==> src/rtl/riscv_pkg.sv <==
// Shared RV32 core definitions: ALU op codes seen by the control unit and EX stage,
// plus the state encoding of the iterative multiplier.
package riscv_pkg;

  localparam logic [3:0] ALUOP_MUL   = 4'b0101;
  localparam logic [3:0] ALUOP_MULH  = 4'b0110;
  localparam logic [3:0] ALUOP_MULHU = 4'b0111;

  typedef enum logic [1:0] {
    IDLE = 2'd0,
    BUSY = 2'd1,
    DONE = 2'd2
  } mul_state_t;

  function automatic logic is_mul_op(input logic [3:0] op);
    return (op == ALUOP_MUL) || (op == ALUOP_MULH) || (op == ALUOP_MULHU);
  endfunction

endpackage

==> src/rtl/mul_unit.sv <==
// Radix-2 shift-add multiplier for mul/mulh/mulhu: WIDTH+2 cycles in EX (start, WIDTH steps, done).
// Holds the pipeline with stall_EX from the start cycle through the last step; no input backpressure.
module mul_unit
  import riscv_pkg::*;
#(
  parameter int WIDTH = 32
) (
  input  logic             clk,
  input  logic             rst_n,
  input  logic             en,
  input  logic [3:0]       aluop,
  input  logic [WIDTH-1:0] a,
  input  logic [WIDTH-1:0] b,
  output logic [WIDTH-1:0] result,
  output logic             result_valid,
  output logic             stall_EX,
  output logic             busy
);

  localparam int CW = (WIDTH > 1) ? $clog2(WIDTH) : 1;

  mul_state_t         state, state_nxt;
  logic [CW-1:0]      cnt;
  logic [2*WIDTH-1:0] acc;
  logic [2*WIDTH-1:0] mcand;
  logic [2*WIDTH-1:0] prod;
  logic [WIDTH-1:0]   mplier;
  logic [WIDTH-1:0]   mag_a;
  logic [WIDTH-1:0]   mag_b;
  logic [3:0]         op;
  logic               neg;
  logic               is_mulh;
  logic               start;

  // Only mulh works on magnitudes; mul's low word and mulhu are unsigned products.
  always_comb begin
    is_mulh = (aluop == ALUOP_MULH);
    mag_a   = (is_mulh && a[WIDTH-1]) ? -a : a;
    mag_b   = (is_mulh && b[WIDTH-1]) ? -b : b;
    start   = rst_n && en && is_mul_op(aluop) && (state == IDLE);
    prod    = neg ? -acc : acc;
  end

  always_comb begin
    state_nxt    = state;
    stall_EX     = 1'b0;
    result_valid = 1'b0;
    result       = '0;
    busy         = (state != IDLE);
    case (state)
      IDLE: begin
        if (start) begin
          state_nxt = BUSY;
          stall_EX  = 1'b1;
        end
      end
      BUSY: begin
        stall_EX = 1'b1;
        if (cnt == CW'(WIDTH - 1)) state_nxt = DONE;
      end
      DONE: begin
        // The finished instruction is still on the inputs; never restart from here.
        state_nxt    = IDLE;
        result_valid = 1'b1;
        result       = (op == ALUOP_MUL) ? prod[WIDTH-1:0] : prod[2*WIDTH-1:WIDTH];
      end
      default: state_nxt = IDLE;
    endcase
  end

  always_ff @(posedge clk) begin
    if (!rst_n) begin
      state  <= IDLE;
      cnt    <= '0;
      acc    <= '0;
      mcand  <= '0;
      mplier <= '0;
      op     <= '0;
      neg    <= 1'b0;
    end else begin
      state <= state_nxt;
      case (state)
        IDLE: begin
          if (start) begin
            acc    <= '0;
            mcand  <= {{WIDTH{1'b0}}, mag_a};
            mplier <= mag_b;
            op     <= aluop;
            neg    <= is_mulh && (a[WIDTH-1] ^ b[WIDTH-1]);
            cnt    <= '0;
          end
        end
        BUSY: begin
          if (mplier[0]) acc <= acc + mcand;
          mcand  <= mcand << 1;
          mplier <= mplier >> 1;
          cnt    <= cnt + 1'b1;
        end
        default: ;
      endcase
    end
  end

endmodule

==> config.mk <==
export PLATFORM = sky130hd
export DESIGN_NAME = mul_unit
export DESIGN_NICKNAME = d
export VERILOG_FILES = /design/src/rtl/riscv_pkg.sv /design/src/rtl/mul_unit.sv
export SDC_FILE = /design/constraint.sdc
export NUM_CORES = 1
export LEC_CHECK = 0
export CORE_MARGIN = 8
export CORE_UTILIZATION = 44
export CTS_CLUSTER_SIZE = 24
export DETAILED_ROUTE_END_ITERATION = 8
export GPL_ROUTABILITY_DRIVEN = 0
export MAX_ROUTING_LAYER = met4
export SYNTH_ARGS = -nofsm -noshare
export SYNTH_HDL_FRONTEND = slang
export SYNTH_SLANG_ARGS = --single-unit
==> constraint.sdc <==
create_clock -name clk -period 4.7 [get_ports clk]
set_input_delay 1.41 -clock clk [delete_from_list [all_inputs] [get_ports clk]]
set_output_delay 1.41 -clock clk [all_outputs]
set_load 0.1 [all_outputs]
==> results of run 1 <==
through the flow:
stage / TNS, ns / setup WS [ns] / util, % / std cells / hold slack [ns]
floorplan: -4.00 / -0.593 / - / 1780 / 0.431
finish: -3.12 / -0.545 / 55.4 / 2311 / 0.483
global route: -6.47 / -0.664 / 55.4 / 2311 / 0.507
detailed placement: -0.0980 / -0.0980 / 52.5 / 2266 / 0.473
global placement: -0.0854 / -0.0854 / 52.5 / 2266 / 0.463
CTS: -3.87 / -0.580 / 55.0 / 2303 / 0.485
final timing paths:
kind | start | endpoint | slack (ns) | cells past startpoint
worst min register to register | op[2] | op[2] | 0.48 | 2
worst max register to register | acc[5] | acc[62] | 0.72 | 13
worst min-delay path | op[2] | op[2] | 0.48 | 2
worst max-delay path | acc[6] | result[30] | -0.54 | 12
routing by layer:
| layer | vias to the layer above | global-route usage [%] |
|---|---|---|
| met1 | 6241 | 31.4 |
| met2 | 434 | 36.1 |
| li1 | 6706 | - |
| met5 | - | - |
| met3 | 78 | 2.93 |
| met4 | 0 | 9.31 |
power by group through the flow:
stage | sequential [mW] | clock [mW] | combinational (mW)
floorplan | 1.51 | 0 | 0.135
global placement | 1.51 | 0 | 0.253
detailed placement | 1.51 | 0 | 0.256
CTS | 1.48 | 1.44 | 0.257
global route | 1.48 | 1.50 | 0.280
finish | 1.48 | 1.41 | 0.257
placed cells by master, fill, tap and decap left out, types with 13 or more instances in the layout:
cell type / n
ha_1: 68
o31ai_1: 31
nand2b_1: 15
or4_1: 14
nor2_1: 102
dfxtp_1: 168
a21oi_2: 14
a21o_1: 37
a221oi_1: 19
xor2_1: 68
a21boi_0: 70
buf_12: 35
a21oi_1: 96
o41ai_1: 14
and3_1: 13
o21bai_1: 17
or3_1: 16
a22oi_1: 45
clkdlybuf4s50_1: 70
nand3_1: 90
inv_1: 31
and2_1: 53
nor3_1: 22
nor2b_1: 27
xnor2_1: 103
nand4_1: 24
clkbuf_16: 17
o21ai_0: 141
buf_4: 109
nand2_1: 197
cell families after synthesis:
kind of cell	count (synthesis)	share of synthesized area [%]
simple gates	629	23.4
compound gates	588	28.8
xor+xnor	175	11.5
flops	172	25.7
buf+inv	147	4.13
fa+ha+maj	69	6.51
worst max-delay path: cells and delay by family (launching register included):
| kind | cells | cell delay [ns] |
|---|---|---|
| AND/OR/NAND/NOR | 7 | 2.28 |
| AO/OA/AOI/OAI | 2 | 0.36 |
| XOR/XNOR | 1 | 0.09 |
| flip-flops | 1 | 0.32 |
| buffers and inverters | 2 | 0.35 |
layout make-up:
| cell class | instances | area (um^2) |
|---|---|---|
| Inverter | 31 | 116 |
| Sequential cell | 172 | 3450 |
| Fill cell | 2902 | 13500 |
| Clock inverter | 14 | 144 |
| Clock buffer | 18 | 439 |
| Timing Repair Buffer | 219 | 2280 |
| Tap cell | 396 | 495 |
| Multi-Input combinational cell | 1461 | 9850 |
state kept, by name (all words and copies together) (netlist names):
signal,cells
neg,1
mcand,64
state,2
acc,64
mplier,32
op,4
cnt,5
repair_timing:
item,CTS,global route
gates resized for setup,32,16
setup endpoints to repair,24,27
buffers inserted,5,9
pin swaps,22,23
==> run_results.csv, run 1 <==
group,metric,value,unit
run,maxCapViolCount,0,
setup_path,cpMaxStageDelayCell,"or4_4",
routing,viasPerCell,5.82,
grt,grt_max_degree,113,
placement,post-dp-hpwl,32500,um
pwr,swShare,26.5,%
floorplan,die_width,190,um
timing,fin_skew,0.0147,ns
timing,min_period,5.24,ns
clock_network,cts.htree.levels,4,
floorplan,io_pins,106,
clock_network,cts_root_buf,"clkbuf_16",
floorplan,die_h,190,um
cells_and_area,drive_above_1_share,14.4,%
grt,grt_antenna_before_repair,0,
routing,routed-wl-met2,18800,um
synth,synth_warnings,0,
synth,ys_ff_latch,172,
placement,place_area,0.0159,mm^2
pwr,ir_drop,0.249,mV
pwr,power.density,188,mW/mm^2
run_status,status,"complete, but fails checks",
setup_path,start_kind,"flip-flop",
floorplan,rows,64,
setup_path,cpPeakStageDelay,0.53,ns
timing,worst_slack,-0.545,ns
clock_network,numCtsBuffers,17,
setup_path,required,3.29,ns
synth,synthCells,1780,
timing,clock.fmax,191,MHz
routing,drtAntennaViolNets,0,
routing,drt_pass1_iterations,5,
pwr,seqPwrFrac,47.0,%
grt,grt_pass1_wl,67700,um
routing,wl_met1,19700,um
clock_network,cts_max_path_buffers,2,
run_status,violations,"negative setup slack",
synth,yosysTopAreaCell,"dfxtp_1",
placement,io_buffers,105,
pwr,power.total,3.15,mW
pwr,power.internal,2.31,mW
routing,dr_total_vias,13500,
cells_and_area,areaGrowthSynthToFinish,25.4,%
clock_network,cts_tree,"done",
setup_path,crit_arrival,3.83,ns
floorplan,start_util,44.2,%
synth,synth_top_area_share,25.7,%
synth,avgSynthCellArea,7.51,um^2
routing,wl_per_cell,18.3,um
routing,routed_wl,42400,um
clock_network,numClockSinks,172,
floorplan,core-area,0.0303,mm^2
synth,ys_types,67,
synth,synth_ff_type,"dfxtp_1",
pwr,clkPwrFrac,44.9,%
synth,synthesis.area,0.0134,mm^2
setup_path,cpMostUsedCell,"or4_4",
synth,yosysMostFrequentCell,"nand2_1",
timing,timing.final.hold_violations,0,
synth,synth_top_cells_by_area,"dfxtp_1 26%, xnor2_1 6.9%, ha_1 6.4%, nand2_1 5.6%, o21ai_0 5.6%",
synth,yosysSeqAreaShare,25.7,%
timing,fin_crit_sh,112,%
cells_and_area,antenna_cells,0,
grt,grt_pass1_vias,12700,
routing,wl_met3,2430,um
timing,tightestPinTransition,1.09,ns
setup_path,cp_cell_sequence,"or4_4 -> or4_4 -> nor4_4 -> nand2_2 -> or2_4 -> or2_4 -> or4_4 -> o31ai_4 -> xor2_1 -> buf_4 -> a21oi_4 -> buf_12",
synth,async_flop_share,0,%
timing,max_slew_margin,27.7,%
routing,drcViolationCount,0,
grt,grt-ovfl-total,0,
pwr,power.leakage,6.51,nW
cells_and_area,fin_area,0.0168,mm^2
cells_and_area,layout.nets,2042,
synth,ys_top_cells_by_count,"200 x nand2_1, 172 x dfxtp_1, 150 x o21ai_0",
clock_network,clock_latency,0.44,ns
timing,drv_slew,0,
setup_path,crit_fanout,4,
routing,drtIter0Drc,973,
floorplan,floorplan.die_area,0.0362,mm^2
grt,grt_use_total,23.6,%
pwr,pwr-share-comb,8.2,%
setup_path,crit_type,"flip-flop to output port",
clock_network,ctsHoldBuffers,0,
timing,setup_violations,20,
clock_network,clk_pin_slew,0.07,ns
synth,synth_edf_count,0,
worst_hold_path,hold_path.class,"flip-flop to flip-flop",
setup_path,crit_path_end_kind,"output port",
routing,top_layer,"met4",
timing,rsz0062_at_grt,"true",
synth,syn_nets,1920,
pwr,switchingPower,0.834,mW
Note: power is estimated with default switching activity, not from simulation.
==> run 2, diff against run 1 <==
- SLEW_MARGIN: not set -> 30
==> run_results.csv, run 2 (synthesis gave the netlist of run 1 again) <==
group,metric,value,unit
setup_path,crit_type,"flip-flop to output port",
clock_network,cts.htree.levels,4,
routing,drtAntennaViolNets,0,
grt,grtUsageMet3,3.15,%
run_status,status,"complete, but fails checks",
clock_network,cts_root_buf,"clkbuf_16",
routing,drt_pass1_iterations,7,
cells_and_area,layout_common_cells,"197 x nand2_1, 168 x dfxtp_1, 141 x o21ai_0",
timing,fin_crit_sh,112,%
clock_network,clk_pin_slew,0.07,ns
pwr,switchingPower,0.834,mW
placement,io_buffers,105,
worst_hold_path,hold_path.class,"flip-flop to flip-flop",
grt,grt_pass1_vias,12800,
routing,drtIter0Drc,1081,
pwr,power.density,188,mW/mm^2
setup_path,cp_cell_sequence,"or4_4 -> or4_4 -> nor4_4 -> nand2_2 -> or2_4 -> or2_4 -> or4_4 -> o31ai_4 -> xor2_1 -> buf_4 -> a21oi_4 -> buf_12",
cells_and_area,layout.nets,2040,
setup_path,cpPeakStageDelay,0.52,ns
grt,grt-ovfl-total,0,
placement,post-dp-hpwl,32400,um
setup_path,r2r-end,"acc[62]",
timing,fin_skew,0.0159,ns
run_status,violations,"negative setup slack",
routing,viasPerCell,5.84,
floorplan,floorplan.die_area,0.0362,mm^2
setup_path,crit_path_end_kind,"output port",
grt,grt-busiest-layer,"met2",
grt,grt_max_degree,113,
setup_path,crit_arrival,3.84,ns
floorplan,die_h,190,um
worst_hold_path,hold_end,"op[2]",
clock_network,numClockSinks,172,
worst_hold_path,holdPathStages,2,
pwr,swShare,26.5,%
floorplan,rows,64,
routing,routed_wl,42700,um
placement,dp_cells,2266,
setup_path,required,3.29,ns
floorplan,die_width,190,um
pwr,power.leakage,6.48,nW
timing,max_slew_margin,35.4,%
timing,timing.final.hold_violations,0,
floorplan,core-area,0.0303,mm^2
timing,drv_slew,0,
setup_path,ff2ff_path_depth,13,
timing,min_period,5.25,ns
setup_path,cpMaxStageDelayCell,"or4_4",
pwr,power.total,3.15,mW
routing,drcViolationCount,0,
cells_and_area,layout_commonest_cell,"nand2_1",
pwr,pwr-share-comb,8.2,%
timing,clock.fmax,190,MHz
grt,use_met1,31.0,%
worst_hold_path,min_from,"op[2]",
grt,grt_antenna_before_repair,0,
timing,setup_violations,18,
cells_and_area,final_cells,2309,
setup_path,cpMostUsedCell,"or4_4",
clock_network,cts_max_path_buffers,2,
cells_and_area,reg.largest.list,"acc x64, mcand x64, mplier x32",
run,maxCapViolCount,0,
floorplan,io_pins,106,
setup_path,start_kind,"flip-flop",
timing,worst_slack,-0.550,ns
pwr,ir_drop,0.257,mV
timing,tightestPinTransition,0.965,ns
routing,dr_total_vias,13500,
grt,grt_pass1_wl,67800,um
routing,wl_per_cell,18.5,um
clock_network,ctsHoldBuffers,0,
clock_network,cts_tree,"done",
clock_network,numCtsBuffers,17,
grt,grt_use_total,23.6,%
placement,pre_cts_slack,-0.0920,ns
cells_and_area,areaGrowthSynthToFinish,25.2,%
clock_network,clock_latency,0.44,ns
cells_and_area,drive_above_1_share,14.4,%
pwr,power.internal,2.31,mW
pwr,clkPwrFrac,44.8,%
floorplan,start_util,44.2,%
cells_and_area,antenna_cells,0,
timing,rsz0062_at_grt,"true",
setup_path,r2r_start,"acc[5]",
grt,met2_usage,36.6,%
pwr,seqPwrFrac,47.0,%
setup_path,crit_fanout,4,
setup_path,r2r_slack,0.74,ns
run 2: cell count changes in the layout (fill, tap and decap cells not counted), sizes merged:
cell,change
clkinv,+1
inv,-1
buf,-2
run 2: power by group through the flow:
stage / clock (mW) / combinational, mW / sequential (mW)
detailed placement: 0 / 0.257 / 1.51
floorplan: 0 / 0.135 / 1.51
global route: 1.50 / 0.281 / 1.48
global placement: 0 / 0.253 / 1.51
finish: 1.41 / 0.257 / 1.48
CTS: 1.43 / 0.258 / 1.48
run 2: critical path: cells and delay by family, from the launching register on:
kind / cells / cell delay (ns)
xor gates and xnor gates: 1 / 0.10
buffers and inverters: 2 / 0.36
AOI/OAI and AO/OA: 2 / 0.37
and+or+nand+nor: 7 / 2.26
DFF: 1 / 0.32
run 2: cell type report:
class                   instances  area (um^2)
clock buffers                  18          439
flip-flops and latches        172         3450
multi-input cells            1461         9850
repair buffers                217         2260
inverters                      31          116
clock inverters                14          144
well taps                     396          495
fillers                      2910        13500
run 2: timing repair:
item | 4_1_cts | 5_1_grt
setup buffers | 3 | 9
gates resized for setup | 32 | 15
pin swaps | 24 | 25
setup endpoints to repair | 24 | 29
run 2: stage by stage:
step	utilization (%)	setup TNS, ns	area (um^2)	hold slack [ns]
after floorplan	-	-4.00	13600	0.431
after global placement	52.5	-0.0854	15900	0.463
after detailed placement	52.5	-0.0920	15900	0.466
after CTS	55.0	-3.77	16600	0.480
after global routing	55.3	-6.35	16700	0.516
final	55.3	-3.22	16700	0.479
run 2: worst max-delay path by stage:
stage	start	end	cells past startpoint	slack (ns)
4_1_cts	acc[6]	result[30]	12	-0.58
3_3_place_gp	acc[6]	result[30]	12	-0.09
5_1_grt	acc[6]	result[30]	12	-0.65
6_report	acc[6]	result[30]	12	-0.55
3_5_place_dp	acc[6]	result[30]	12	-0.09
2_1_floorplan	acc[11]	result[1]	7	-0.59
run 2: per-layer routing:
metal  share of wire, %  routed length (um)  vias up
met5                  0                   0        -
met4                3.0                1300        0
met3                5.7                2440       65
met2                 45               19100      410
met1                 47               19800     6316
li1                   -                   -     6688
==> edit: new RTL, flow settings as in run 1 <==
The parameter `WIDTH` goes from 32 to 64.
--- a/src/rtl/mul_unit.sv
+++ b/src/rtl/mul_unit.sv
@@ -3,7 +3,7 @@
 module mul_unit
   import riscv_pkg::*;
 #(
-  parameter int WIDTH = 32
+  parameter int WIDTH = 64
 ) (
   input  logic             clk,
   input  logic             rst_n,
Ports: changed (resized a, b and result); port bits go from 106 to 202. The function was not compared with the original's and may differ.
==> edit against run 1 <==
The flow still finishes with violations (setup timing). Final cell count increased by 110%. Sequential cell count increased by 161. Setup slack got worse by 760 ps. Clock skew increased by 7.8 ps. Cell area increased by 110%. Register-to-register slack got worse by 520 ps. Area after synthesis increased by 99%. Wire length increased by 140%. Worst hold slack improved by 3.3 ps. Power increased by 120%. Critical endpoint is now result[55]. Largest cell class unchanged. Largest power group is now clock.
==> edit: results (changes against run 1) <==
Status:
- The flow ran to the end, but the final reports show violations.
- The final reports fail on setup timing.

Clocking:
- The clock latency on the worst-skew pair came to 590 ps (+150 ps).
- The number of buffers created by CTS is 40 (+23).
- The post-CTS setup buffer count came to 11 (+6).
- The number of buffers on the longest clock path came to 3 (+1).

Finish:
- The share of layout cells above drive strength 1 is 18.8% (+4.4 points).
- The fill cell total of the finished layout is 5428 (+87%).
- The largest registers in the layout are acc: 128 flops, mcand: 128 flops, mplier: 64 flops.
- The net count of the finished layout is 4190 (+110%).
- The post-layout instance count excluding filler cells is 4738 (+110%).

Drt:
- The final routed wire length divided by cell count was 21.3 um (+16%).
- The routed length on met3 was 7.97 mm (+230%).
- The number of violations reported at the end of detailed-routing iteration 0 is 2512 (+160%).
- The routed via count was 29281 (+120%).
- The total iterations of the first detailed-routing run is 6 (+1).

Placed design:
- The total of buffers placed on input and output ports was 201 (+91%).
- The pre-CTS setup slack is -813 ps (-715 ps).
- The number of placed cells counting well taps is 4645 (+100%).
- The instance area after placement is 32900 um^2 (+110%).

Global routing:
- The global-route track usage on met1 is 38.3% (+7.0 points).
- The number of global-route vias before repair is 27747 (+120%).
- The pin count of the biggest net entering global routing is 271 (+140%).
- The global-route met2 utilization came to 44.9% (+8.8 points).
- The total global-route track usage is 28.9% (+5.3 points).

STA:
- The maximum clock skew at final layout came to 22.5 ps (+7.80 ps).
- The worst-margin pin slew came to 1050 ps (-34.6 ps).
- The final number of setup-violating endpoints is 64 (+220%).
- The final worst setup slack was -1300 ps (-756 ps).

Yosys:
- The complex-gate fraction of the synthesized area is 30.9% (+2.1 points).
- The portion of netlist area occupied by mux cells is 0.0753% (+0.075 points).
- The xor and xnor area share after synthesis is 11.8% (+0.29 points).
- Yosys attributes the largest share of cell area to sky130_fd_sc_hd__dfxtp_1, sky130_fd_sc_hd__a21oi_1, sky130_fd_sc_hd__xor2_1.
- The sequential fraction of the synthesis area is 25.1% (-0.69 points).

Power:
- The maximum vdd ir drop is 0.239 mV (-4.1%).
[edit: cell types whose count changed after synthesis, moves of 120 or more]
cell and change:
sky130_fd_sc_hd__xor2_1 +120, sky130_fd_sc_hd__dfxtp_1 +161, sky130_fd_sc_hd__nand2_1 +188, sky130_fd_sc_hd__o221ai_1 +132, sky130_fd_sc_hd__clkbuf_1 +137, sky130_fd_sc_hd__o21ai_0 +125, sky130_fd_sc_hd__a21oi_1 +251
[edit: path summary, 6_finish.rpt]
kind	startpoint	to	slack (ps)	cells after the start
max	acc[13]	result[55]	-1300	12
max reg2reg	acc[29]	acc[127]	200	15
min	cnt[3]	cnt[3]	490	1
min reg2reg	cnt[3]	cnt[3]	490	1
[edit: layout make-up]
cell class              instances  area [um^2]  area share, %
multi-input cells            2939        20800           58.5
flip-flops and latches        333         6670           18.8
repair buffers                564         5580           15.7
clock buffers                  62         1180           3.34
well taps                     782          978           2.76
inverters                      45          170          0.480
clock inverters                 7          115          0.324
diodes                          6         15.0         0.0423
